$ cat src/rtl/vit_pkg.sv
// vit_pkg: shared constants, types and helpers for the Viterbi decoder datapath.
// Optional build macro used by the branch metric blocks: BMC_ERASURE_EN.
package vit_pkg;

   localparam int CODE_N_DEF = 2;
   localparam int SOFT_W_DEF = 3;

   typedef logic [SOFT_W_DEF-1:0] soft_t;

   // Metric width: one soft value plus enough headroom for CODE_N of them.
   function automatic int bm_width(input int code_n, input int soft_w);
      return soft_w + $clog2(code_n);
   endfunction

   // Bit k of codeword index c selects which distance bit k contributes.
   function automatic logic cw_bit(input int c, input int k);
      return logic'((c >> k) & 1);
   endfunction

endpackage

$ cat src/rtl/bmc_bit_dist.sv
// bmc_bit_dist: distance of one soft bit to a hard '0' and to a hard '1'.
// With BMC_ERASURE_EN defined an erase input zeroes both distances so the
// bit carries no weight in any codeword metric.
module bmc_bit_dist #(
   parameter int SOFT_W = 3
)(
   input  logic [SOFT_W-1:0] rx,
`ifdef BMC_ERASURE_EN
   input  logic              erase,
`endif
   output logic [SOFT_W-1:0] d0,
   output logic [SOFT_W-1:0] d1
);

   localparam logic [SOFT_W-1:0] MAX = '1;

   // Per-bit distances, gated by erasure when that feature is built in.
   always_comb begin
`ifdef BMC_ERASURE_EN
      if (erase) begin
         d0 = '0;
         d1 = '0;
      end else begin
         d0 = rx;
         d1 = MAX - rx;
      end
`else
      d0 = rx;
      d1 = MAX - rx;
`endif
   end

endmodule

$ cat src/rtl/bmc_soft_pipe.sv
// bmc_soft_pipe: two-stage soft-decision branch metric unit with valid/ready
// backpressure, frame tracking (bm_last) and a saturating per-frame symbol index.
// Optional build macro: BMC_ERASURE_EN adds rx_erase for depunctured bits.
module bmc_soft_pipe
   import vit_pkg::*;
#(
   parameter  int CODE_N = CODE_N_DEF,
   parameter  int SOFT_W = SOFT_W_DEF,
   parameter  int CNT_W  = 16,
   localparam int NUM_CW = 2**CODE_N,
   localparam int BM_W   = bm_width(CODE_N, SOFT_W)
)(
   input  logic                     clk,
   input  logic                     rst,
   input  logic                     rx_valid,
   output logic                     rx_ready,
   input  logic [CODE_N*SOFT_W-1:0] rx_sym,
   input  logic                     rx_last,
`ifdef BMC_ERASURE_EN
   input  logic [CODE_N-1:0]        rx_erase,
`endif
   output logic                     bm_valid,
   input  logic                     bm_ready,
   output logic [NUM_CW*BM_W-1:0]   bm_out,
   output logic                     bm_last,
   output logic [CNT_W-1:0]         sym_cnt
);

   logic                    s1_valid;
   logic                    s1_last;
   logic                    s2_valid;
   logic                    adv1;
   logic                    adv2;
   logic [SOFT_W-1:0]       d0_w  [CODE_N];
   logic [SOFT_W-1:0]       d1_w  [CODE_N];
   logic [SOFT_W-1:0]       s1_d0 [CODE_N];
   logic [SOFT_W-1:0]       s1_d1 [CODE_N];
   logic [NUM_CW*BM_W-1:0]  sum;

   // A stage may load when it is empty or the stage after it is moving.
   assign adv2     = !s2_valid || bm_ready;
   assign adv1     = !s1_valid || adv2;
   assign rx_ready = adv1;
   assign bm_valid = s2_valid;

   for (genvar k = 0; k < CODE_N; k++) begin : g_bit
      bmc_bit_dist #(.SOFT_W(SOFT_W)) u_dist (
         .rx    (rx_sym[k*SOFT_W +: SOFT_W]),
`ifdef BMC_ERASURE_EN
         .erase (rx_erase[k]),
`endif
         .d0    (d0_w[k]),
         .d1    (d1_w[k])
      );
   end

   // Stage 1: capture per-bit distances and the frame marker.
   always_ff @(posedge clk) begin
      if (rst) begin
         s1_valid <= 1'b0;
         s1_last  <= 1'b0;
         for (int k = 0; k < CODE_N; k++) begin
            s1_d0[k] <= '0;
            s1_d1[k] <= '0;
         end
      end else if (adv1) begin
         s1_valid <= rx_valid;
         if (rx_valid) begin
            s1_last <= rx_last;
            s1_d0   <= d0_w;
            s1_d1   <= d1_w;
         end
      end
   end

   // Codeword metrics: each bit adds its distance to the hard value the codeword expects.
   always_comb begin
      sum = '0;
      for (int c = 0; c < NUM_CW; c++) begin
         for (int k = 0; k < CODE_N; k++) begin
            sum[c*BM_W +: BM_W] = sum[c*BM_W +: BM_W]
                                + BM_W'(cw_bit(c, k) ? s1_d1[k] : s1_d0[k]);
         end
      end
   end

   // Stage 2: register metrics and frame marker; outputs hold while stalled.
   always_ff @(posedge clk) begin
      if (rst) begin
         s2_valid <= 1'b0;
         bm_out   <= '0;
         bm_last  <= 1'b0;
      end else if (adv2) begin
         s2_valid <= s1_valid;
         if (s1_valid) begin
            bm_out  <= sum;
            bm_last <= s1_last;
         end
      end
   end

   // Symbol index of the presented output: advances on each output transfer,
   // restarts after the frame's last symbol, and sticks at all-ones on long frames.
   always_ff @(posedge clk) begin
      if (rst) begin
         sym_cnt <= '0;
      end else if (s2_valid && bm_ready) begin
         if (bm_last)
            sym_cnt <= '0;
         else if (sym_cnt != '1)
            sym_cnt <= sym_cnt + 1'b1;
      end
   end

endmodule

$ cat config.mk
export PLATFORM = sky130hd
export DESIGN_NAME = bmc_soft_pipe
export DESIGN_NICKNAME = d
export VERILOG_FILES = /design/src/rtl/vit_pkg.sv /design/src/rtl/bmc_bit_dist.sv /design/src/rtl/bmc_soft_pipe.sv
export SDC_FILE = /design/constraint.sdc
export NUM_CORES = 1
export LEC_CHECK = 0
export CAP_MARGIN = 20
export CORE_MARGIN = 3
export CORE_UTILIZATION = 50
export CTS_BUF_LIST = sky130_fd_sc_hd__clkbuf_16
export DETAILED_ROUTE_END_ITERATION = 6
export HOLD_SLACK_MARGIN = 0.06
export PLACE_DENSITY_LB_ADDON = 0.1
export SLEW_MARGIN = 20
export SYNTH_ARGS = -nofsm -noshare
export SYNTH_HDL_FRONTEND = slang
export SYNTH_SLANG_ARGS = --single-unit
export TNS_END_PERCENT = 50
$ cat constraint.sdc
create_clock -name clk -period 2.6 [get_ports clk]
set_clock_uncertainty 0.15 [all_clocks]
set_input_delay 0.52 -clock clk [delete_from_list [all_inputs] [get_ports clk]]
set_output_delay 0.52 -clock clk [all_outputs]
set_load 0.01 [all_outputs]
=== Word-level counts from Yosys, hierarchy flattened ===
Index checks and enable logic that the tools add are counted.

* Output and inout bits: 35
* Logic and storage cells: 29
* Input port bits: 11
* Flip-flop bits (word level): 48

* Eq/ne operators: 1
* Add/subtract/negate cells: 7
* Multiplexer cells: 2
* Reductions and logical operators: 9

{| class="wikitable"
|+ Operators with widths
! kind !! number
|-
| $mux W16 || 2
|-
| $add A16 B1 Y16 const B || 1
|-
| $add A3 B3 Y4 || 4
|-
| $ne A16 B16 Y1 const B || 1
|-
| $reduce_and A2 Y1 || 3
|-
| $sub A3 B3 Y3 const A || 2
|-
| $logic_not A1 Y1 || 2
|-
| $logic_or A1 B1 Y1 || 2
|-
| $reduce_bool A2 Y1 || 1
|-
| $logic_and A1 B1 Y1 || 1
|}

=== Depth between registers and ports, before layout ===
Gate-level depths: netlist of the first run.

* Depth in word-level cells: 4
* Depth in mapped cells: 7
* Mapped depth without buffers: 6

=== Cells and area by module ===
A second synthesis of the first run with hierarchy kept.

* Cells, all modules: 283
* Area total of the unflattened synthesis: 2339.7 um^2

{| class="wikitable"
|+ By module, submodules not included
! module !! cells each !! area each (um^2) !! instances !! seq. area each (um^2)
|-
| bmc_soft_pipe || 271 || 2272.2 || 1 || 960.9
|-
| bmc_bit_dist || 6 || 33.8 || 2 || 0.0
|}

=== Worst setup path after synthesis of the first run ===
Ideal clock, no wire load.

* Path type: register to register
* Start: reg sym_cnt[0]
* End: reg sym_cnt[7]
* Period minus slack after synthesis: 2.111 ns
* Setup time: 0.133 ns
* Data required time: 2.317 ns
* Arrival time: 1.828 ns
* Path buffers: 1
* Setup slack: 0.489 ns
* Stages on the path, launching flop included: 8
* Cells stage by stage: dfxtp_1 -> ha_1 -> nand4_2 -> or4_4 -> and2_4 -> buf_6 -> or4b_1 -> a31oi_1

* Cells in the longest elaborated chain, start to end: 3
* Elaborated cells on any way between the ends: 6
* Those cells by class: 1 x add/sub; 1 x eq/ne; 2 x mux; 2 x reduce/logical

{| class="wikitable"
|+ RTL lines
! what !! line !! RTL
|-
| start: declaration || bmc_soft_pipe.sv:26 || <nowiki>output logic [CNT_W-1:0] sym_cnt</nowiki>
|-
| start signal: assignment || bmc_soft_pipe.sv:111 || <nowiki>sym_cnt <= sym_cnt + 1'b1;</nowiki>
|-
| $add A16 B1 Y16 or $ne A16 B16 Y1 (tied branches) || bmc_soft_pipe.sv:111, bmc_soft_pipe.sv:110 ||
|-
| $mux W16 or $reduce_bool A2 Y1 (tied branches) || n/a ||
|-
| $mux W16 or $reduce_and A2 Y1 (tied branches) || n/a ||
|}

Parallel ways exist; a longest one is shown, timed or not. The select of a mux whose other input is x is not followed.
A chain may end at the register's enable or synchronous reset.

=== Worst setup path after layout of the first run ===
* Start: in bm_ready
* End: out rx_ready

* Cells in the longest elaborated chain, start to end: 2

{| class="wikitable"
|+ RTL lines
! what !! line !! RTL
|-
| start: declaration || bmc_soft_pipe.sv:23 || <nowiki>input logic bm_ready,</nowiki>
|-
| $logic_or A1 B1 Y1 || bmc_soft_pipe.sv:41 || <nowiki>assign adv2 = !s2_valid || bm_ready;</nowiki>
|-
| $logic_or A1 B1 Y1 || bmc_soft_pipe.sv:42 || <nowiki>assign adv1 = !s1_valid || adv2;</nowiki>
|-
| end: declaration || bmc_soft_pipe.sv:16 || <nowiki>output logic rx_ready,</nowiki>
|}

Every way passes these cells.

==> flow_summary_export.csv, run 1 <==
group,metric,value,unit
route,vias,1964,
synthesis,synth_ff_type,"dfxtp_1",
timing,slew_violations,0,
timing,post-route-min-period,2.44,ns
cts,clk_latency,0.28,ns
route,postRouteAntennaNets,0,
critical_path,r2r_slack,0.24,ns
floorplanning,coreArea,0.00417,mm^2
timing,setup_tns,0,ns
synthesis,synth_edf_count,0,
synthesis,yosysSeqAreaShare,42.5,%
pwr,power.density,549,mW/mm^2
critical_path,crit_required,1.93,ns
critical_path,worst_path_most_repeated_cell,"clkdlybuf4s50_1",
synthesis,synth_area,0.00226,mm^2
pwr,switching_share,24.1,%
pwr,switchingPower,384,uW
place,gp_congestion,0.842,
grt,grt.overflow.total,0,
critical_path,r2r_end,"sym_cnt[15]",
timing,max_freq,409,MHz
route,drt-total-wl,5070,um
synthesis,ys_seq_elements,48,
cells_and_area,areaGrowthSynthToFinish,28.4,%
grt,grt_pass1_vias,1824,
cells_and_area,diodes,0,
cts,clkTransAtPathRegs,0.06,ns
grt,grt_pass1_wl,8590,um
route,first_pass_iters,4,
synthesis,synth_cell_types,41,
job,cap_violations,0,
synthesis,yosysMostFrequentCell,"dfxtp_1",
critical_path,reg2reg_depth,6,
synthesis,yosysTopAreaCellShare,42.5,%
critical_path,cp_slowest_cell,"clkdlybuf4s50_1",
floorplanning,die_h,73.3,um
place,portBuffers,45,
cts,postCtsSetupRepairBufs,0,
grt,antenna_found_initial,0,
cells_and_area,fin_util,69.6,%
route,viasPerCell,5.44,
hold_path,min_to,"bm_last",
critical_path,critPathMaxStageDelay,0.49,ns
critical_path,cp_cell_sequence,"clkdlybuf4s50_1 -> nor2b_2 -> nand2_1 -> clkdlybuf4s50_1",
hold_path,hold_class,"reg2reg",
critical_path,startpoint,"bm_ready",
status,status,"finished clean",
timing,relSlewSlack,63.1,%
pwr,intPower,1210,uW
grt,grt_max_degree,22,
cts,clockBufferDepth,2,
floorplanning,row_count,23,
pwr,vdd_drop_max,0.000371,V
cts,cts_max_level,2,
synthesis,yosysWarningCount,0,
grt,grtUsageTotal,20.3,%
route,drt_iter0_markers,158,
timing,worst_pin_slew,0.554,ns
route,drc,0,
place,dp_hpwl,3600,um
timing,setup_viol,0,
timing,hold_viol,0,
route,wl_per_cell,14.0,um
timing,fin_hold_ws,0.307,ns
synthesis,synthTopCellsByCount,"dfxtp_1, nand2_1, nor2_1, a21oi_1, o21ai_0",
synthesis,synth_nets,292,
critical_path,critPathArrivalTime,1.77,ns
floorplanning,ios,46,
timing,rsz0062_at_grt,"false",
floorplanning,dieArea,0.00537,mm^2
synthesis,yosysTopAreaCell,"dfxtp_1",
critical_path,cp_max_fo,5,
timing,timing.final.crit_share,93.9,%
cells_and_area,nFillCells,361,
hold_path,hp-start,"s1_last",
pwr,pwr-share-seq,49.8,%
pwr,pwr-share-clk,37.8,%
floorplanning,initial_core_util,54.2,%
critical_path,timing.rr.start,"sym_cnt[0]",
cts,ctsRootBufferMaster,"clkbuf_16",
cells_and_area,drive_gt1_share,6.75,%
synthesis,synthCells,264,
hold_path,worstHoldPathCells,2,
critical_path,cp-end-kind,"output port",
synthesis,syn_avg_cell_area,8.57,um^2
cts,cts_tree,"built",
pwr,p_leak,0.00113,uW
critical_path,crit_path_start_kind,"primary input",
pwr,pwr-share-comb,12.3,%
cts,cts_buffers,5,
cells_and_area,fin_nets,338,
critical_path,criticalPathCategory,"in2out",
floorplanning,die_x,73.3,um
cts,cts_sinks,48,
synthesis,synth_area_leaders,"dfxtp_1, ha_1, nand2_1, a21oi_1, a211oi_1",
synthesis,synth-async-reset-ratio,0,%
[per-layer routing]
layer	vias to the layer above	share of wire, %	global-route usage (%)
met5	-	0	0
met4	0	1.1	5.94
met3	5	4.1	4.65
met2	43	43	30.2
met1	890	52	29.3
li1	1026	-	-
[cell type report]
type                            instances  area (um^2)  area share (%)
Tap cell                               50         62.6            2.15
Inverter                                1         3.75           0.129
Timing Repair Buffer                   52          503            17.3
Sequential cell                        48          961            33.1
Clock buffer                            5          125            4.31
Clock inverter                          3         11.3           0.388
Multi-Input combinational cell        202         1240            42.6
[what timing repair did]
action,CTS,global route
setup endpoints to repair,0,1
resized for setup,0,1
hold endpoints to repair,0,0
hold buffers,0,0
[logic make-up (layout without fill, tap and decap cells)]
group	after synthesis	after routing	synth area share [%]
flip-flops	48	48	42.5
adder cells (fa/ha/maj)	17	17	10.7
AND/OR/NAND/NOR	113	113	24.2
XOR/XNOR	4	4	1.55
buffers and inverters	14	61	2.88
AO/OA/AOI/OAI	66	66	17.3
multiplexers	2	2	0.885
[power groups by stage]
stage | sequential, uW | combinational (uW) | clock [uW]
after floorplan | 814 | 107 | 0
after global placement | 810 | 192 | 0
after detailed placement | 811 | 194 | 0
after CTS | 795 | 198 | 619
after global routing | 799 | 220 | 649
final | 795 | 197 | 604
[sequential cells by signal, summed over array words and instances, names as in the netlist]
register / cells
s1_d0: 6
bm_out: 16
s1_last: 1
sym_cnt: 16
bm_last: 1
bm_valid: 1
s1_d1: 6
s1_valid: 1
[through the flow]
stage | worst slack, ns | power (uW) | instance area [um^2] | instances
2_1_floorplan | 0.489 | 921 | 2260 | 264
3_3_place_gp | 0.124 | 1000 | 2770 | 353
3_5_place_dp | 0.0692 | 1010 | 2770 | 353
4_1_cts | 0.0622 | 1610 | 2900 | 361
5_1_grt | 0.0634 | 1670 | 2910 | 361
6_report | 0.158 | 1600 | 2910 | 361
[how the worst max path moves through the flow]
stage	to	slack [ns]	depth (start not counted)
after floorplan	sym_cnt[7]	0.49	7
after global routing	sym_cnt[11]	0.06	6
after CTS	rx_ready	0.06	4
final	rx_ready	0.16	4
after detailed placement	rx_ready	0.07	4
after global placement	rx_ready	0.12	4
[critical path: cells and delay by family]
| family | cells | cell delay, ns |
|---|---|---|
| buffers and inverters | 2 | 0.94 |
| AND/OR/NAND/NOR | 2 | 0.31 |
[cells in the final DEF, fill, tap and decap left out, drive strengths merged]
cell type / n
a211oi: 14
a21o: 4
a21oi: 24
a31oi: 2
a41oi: 1
and2: 5
and3: 2
and4: 2
buf: 7
clkbuf: 5
clkdlybuf4s50: 45
clkinv: 1
dfxtp: 48
fa: 4
ha: 13
inv: 3
mux2i: 2
nand2: 42
nand2b: 2
nand3: 7
nand3b: 2
nand4: 7
nand4b: 2
nor2: 28
nor2b: 3
nor3: 7
o21ai: 19
o31ai: 2
or2: 1
or3: 1
or4: 1
or4b: 1
xnor2: 4
(Power assumes the default switching activity.)
==> run 2: changes to the inputs <==
- CTS_CLUSTER_SIZE: unset -> 25
==> results of run 2 <==
The final DEF is identical to that of run 1; final timing and power are the same.
==> run 3: changes to the inputs <==
- MAX_ROUTING_LAYER: unset -> met4
==> flow_summary_export.csv, run 3 (synthesis gave the netlist of run 1 again) <==
group,metric,value,unit
timing,slew_violations,0,
timing,setup_ws,0.158,ns
place,portBuffers,45,
cells_and_area,top_regs,"bm_out (16), sym_cnt (16)",
critical_path,cp_cell_sequence,"clkdlybuf4s50_1 -> nor2b_2 -> nand2_1 -> clkdlybuf4s50_1",
pwr,switchingPower,383,uW
timing,post-route-min-period,2.44,ns
critical_path,critPathMaxStageDelay,0.49,ns
cts,cts_tree,"built",
timing,setup_tns,0,ns
timing,relSlewSlack,63.2,%
grt,top_usage_layer,"met2",
grt,antenna_found_initial,0,
route,drt_iter0_markers,160,
pwr,vdd_drop_max,0.000370,V
pwr,pwr-share-comb,12.3,%
floorplanning,die_x,73.3,um
timing,fin_hold_ws,0.305,ns
floorplanning,dieArea,0.00537,mm^2
grt,grt.overflow.total,0,
cells_and_area,diodes,0,
cts,clkTransAtPathRegs,0.06,ns
place,dp_slack,0.0692,ns
job,cap_violations,0,
floorplanning,coreArea,0.00417,mm^2
place,dp_hpwl,3600,um
timing,timing.final.crit_share,93.9,%
route,first_pass_iters,4,
timing,worst_pin_slew,0.552,ns
cts,ctsHoldBuffers,0,
grt,use_met1,29.7,%
floorplanning,row_count,23,
hold_path,hold_class,"reg2reg",
timing,hold_viol,0,
pwr,pwr-share-clk,37.8,%
route,vias,1981,
place,gp_congestion,0.855,
critical_path,critPathArrivalTime,1.77,ns
timing,max_freq,409,MHz
grt,grt_pass1_wl,8590,um
status,status,"finished clean",
timing,rsz0062_at_grt,"false",
pwr,p_leak,0.00113,uW
cts,cts_sinks,48,
critical_path,crit_required,1.93,ns
cells_and_area,fin_nets,338,
critical_path,crit_buf_inv,2,
cts,postCtsSetupRepairBufs,0,
cells_and_area,areaGrowthSynthToFinish,28.4,%
route,postRouteAntennaNets,0,
place,placed_cell_area,0.00277,mm^2
critical_path,worst_path_most_repeated_cell,"clkdlybuf4s50_1",
cells_and_area,drive_gt1_share,6.75,%
route,viasPerCell,5.49,
floorplanning,die_h,73.3,um
grt,grt_pass1_vias,1826,
cts,ctsRootBufferMaster,"clkbuf_16",
timing,setup_viol,0,
cells_and_area,stdcell_area,0.00291,mm^2
critical_path,cp_max_fo,5,
critical_path,cp_slowest_cell,"clkdlybuf4s50_1",
route,wl_per_cell,14.1,um
grt,grtUsageMet2,30.1,%
floorplanning,initial_core_util,54.2,%
grt,grtUsageTotal,20.9,%
pwr,pwr-share-seq,49.8,%
critical_path,crit_family,"buffers and inverters",
pwr,switching_share,24.0,%
pwr,power.density,549,mW/mm^2
critical_path,criticalPathCategory,"in2out",
cells_and_area,mostFrequentLayoutCells,"dfxtp_1, clkdlybuf4s50_1, nand2_1",
floorplanning,ios,46,
cts,ctsResizeCount,0,
pwr,intPower,1210,uW
cts,cts_buffers,5,
cts,clk_latency,0.28,ns
route,drt-total-wl,5090,um
route,drc,0,
critical_path,crit_path_start_kind,"primary input",
grt,grtUsageMet3,4.24,%
cts,clockBufferDepth,2,
critical_path,cp-end-kind,"output port",
cells_and_area,layout_commonest_cell,"dfxtp_1",
grt,grt_max_degree,22,
cts,cts_max_level,2,
run 3: cell counts in the layout (fill, tap and decap cells not counted):
Identical to the previous run, type by type.
run 3: power by group through the flow:
stage / registers, uW / logic [uW] / clock network [uW]
floorplan: 814 / 107 / 0
global placement: 810 / 192 / 0
detailed placement: 811 / 194 / 0
CTS: 795 / 198 / 619
global route: 799 / 219 / 649
finish: 795 / 197 / 603
run 3: final cells by class:
type	instances	area (um^2)
Multi-Input combinational cell	202	1240
Fill cell	361	1270
Inverter	1	3.75
Sequential cell	48	961
Clock inverter	3	11.3
Clock buffer	5	125
Tap cell	50	62.6
Timing Repair Buffer	52	503
run 3: final timing paths:
kind,from,to,slack [ns],depth (start not counted)
worst max register to register,sym_cnt[0],sym_cnt[15],0.24,6
worst min register to register,s1_last,bm_last,0.31,2
worst max-delay path,bm_ready,rx_ready,0.16,4
worst min-delay path,s1_last,bm_last,0.31,2
run 3: worst register-to-register path: cells and delay by family, from the launching register on:
family / cells / cell delay (ns)
and+or+nand+nor: 2 / 0.72
AOI/OAI and AO/OA: 3 / 0.71
DFF: 1 / 0.43
adders and majority gates: 1 / 0.28
run 3: through the flow:
stage,cells,utilization [%],power (uW)
2_1_floorplan,264,-,921
3_3_place_gp,353,66.3,1000
3_5_place_dp,353,66.3,1010
4_1_cts,361,69.6,1610
5_1_grt,361,69.6,1670
6_report,361,69.6,1600
run 3: routing by layer:
layer  part of all wire [%]  vias up  wire length, um
li1                       -     1027                -
met1                     52      907             2640
met2                     43       42             2190
met3                    3.8        5              194
met4                    1.1        0               57
met5                      0        -                0
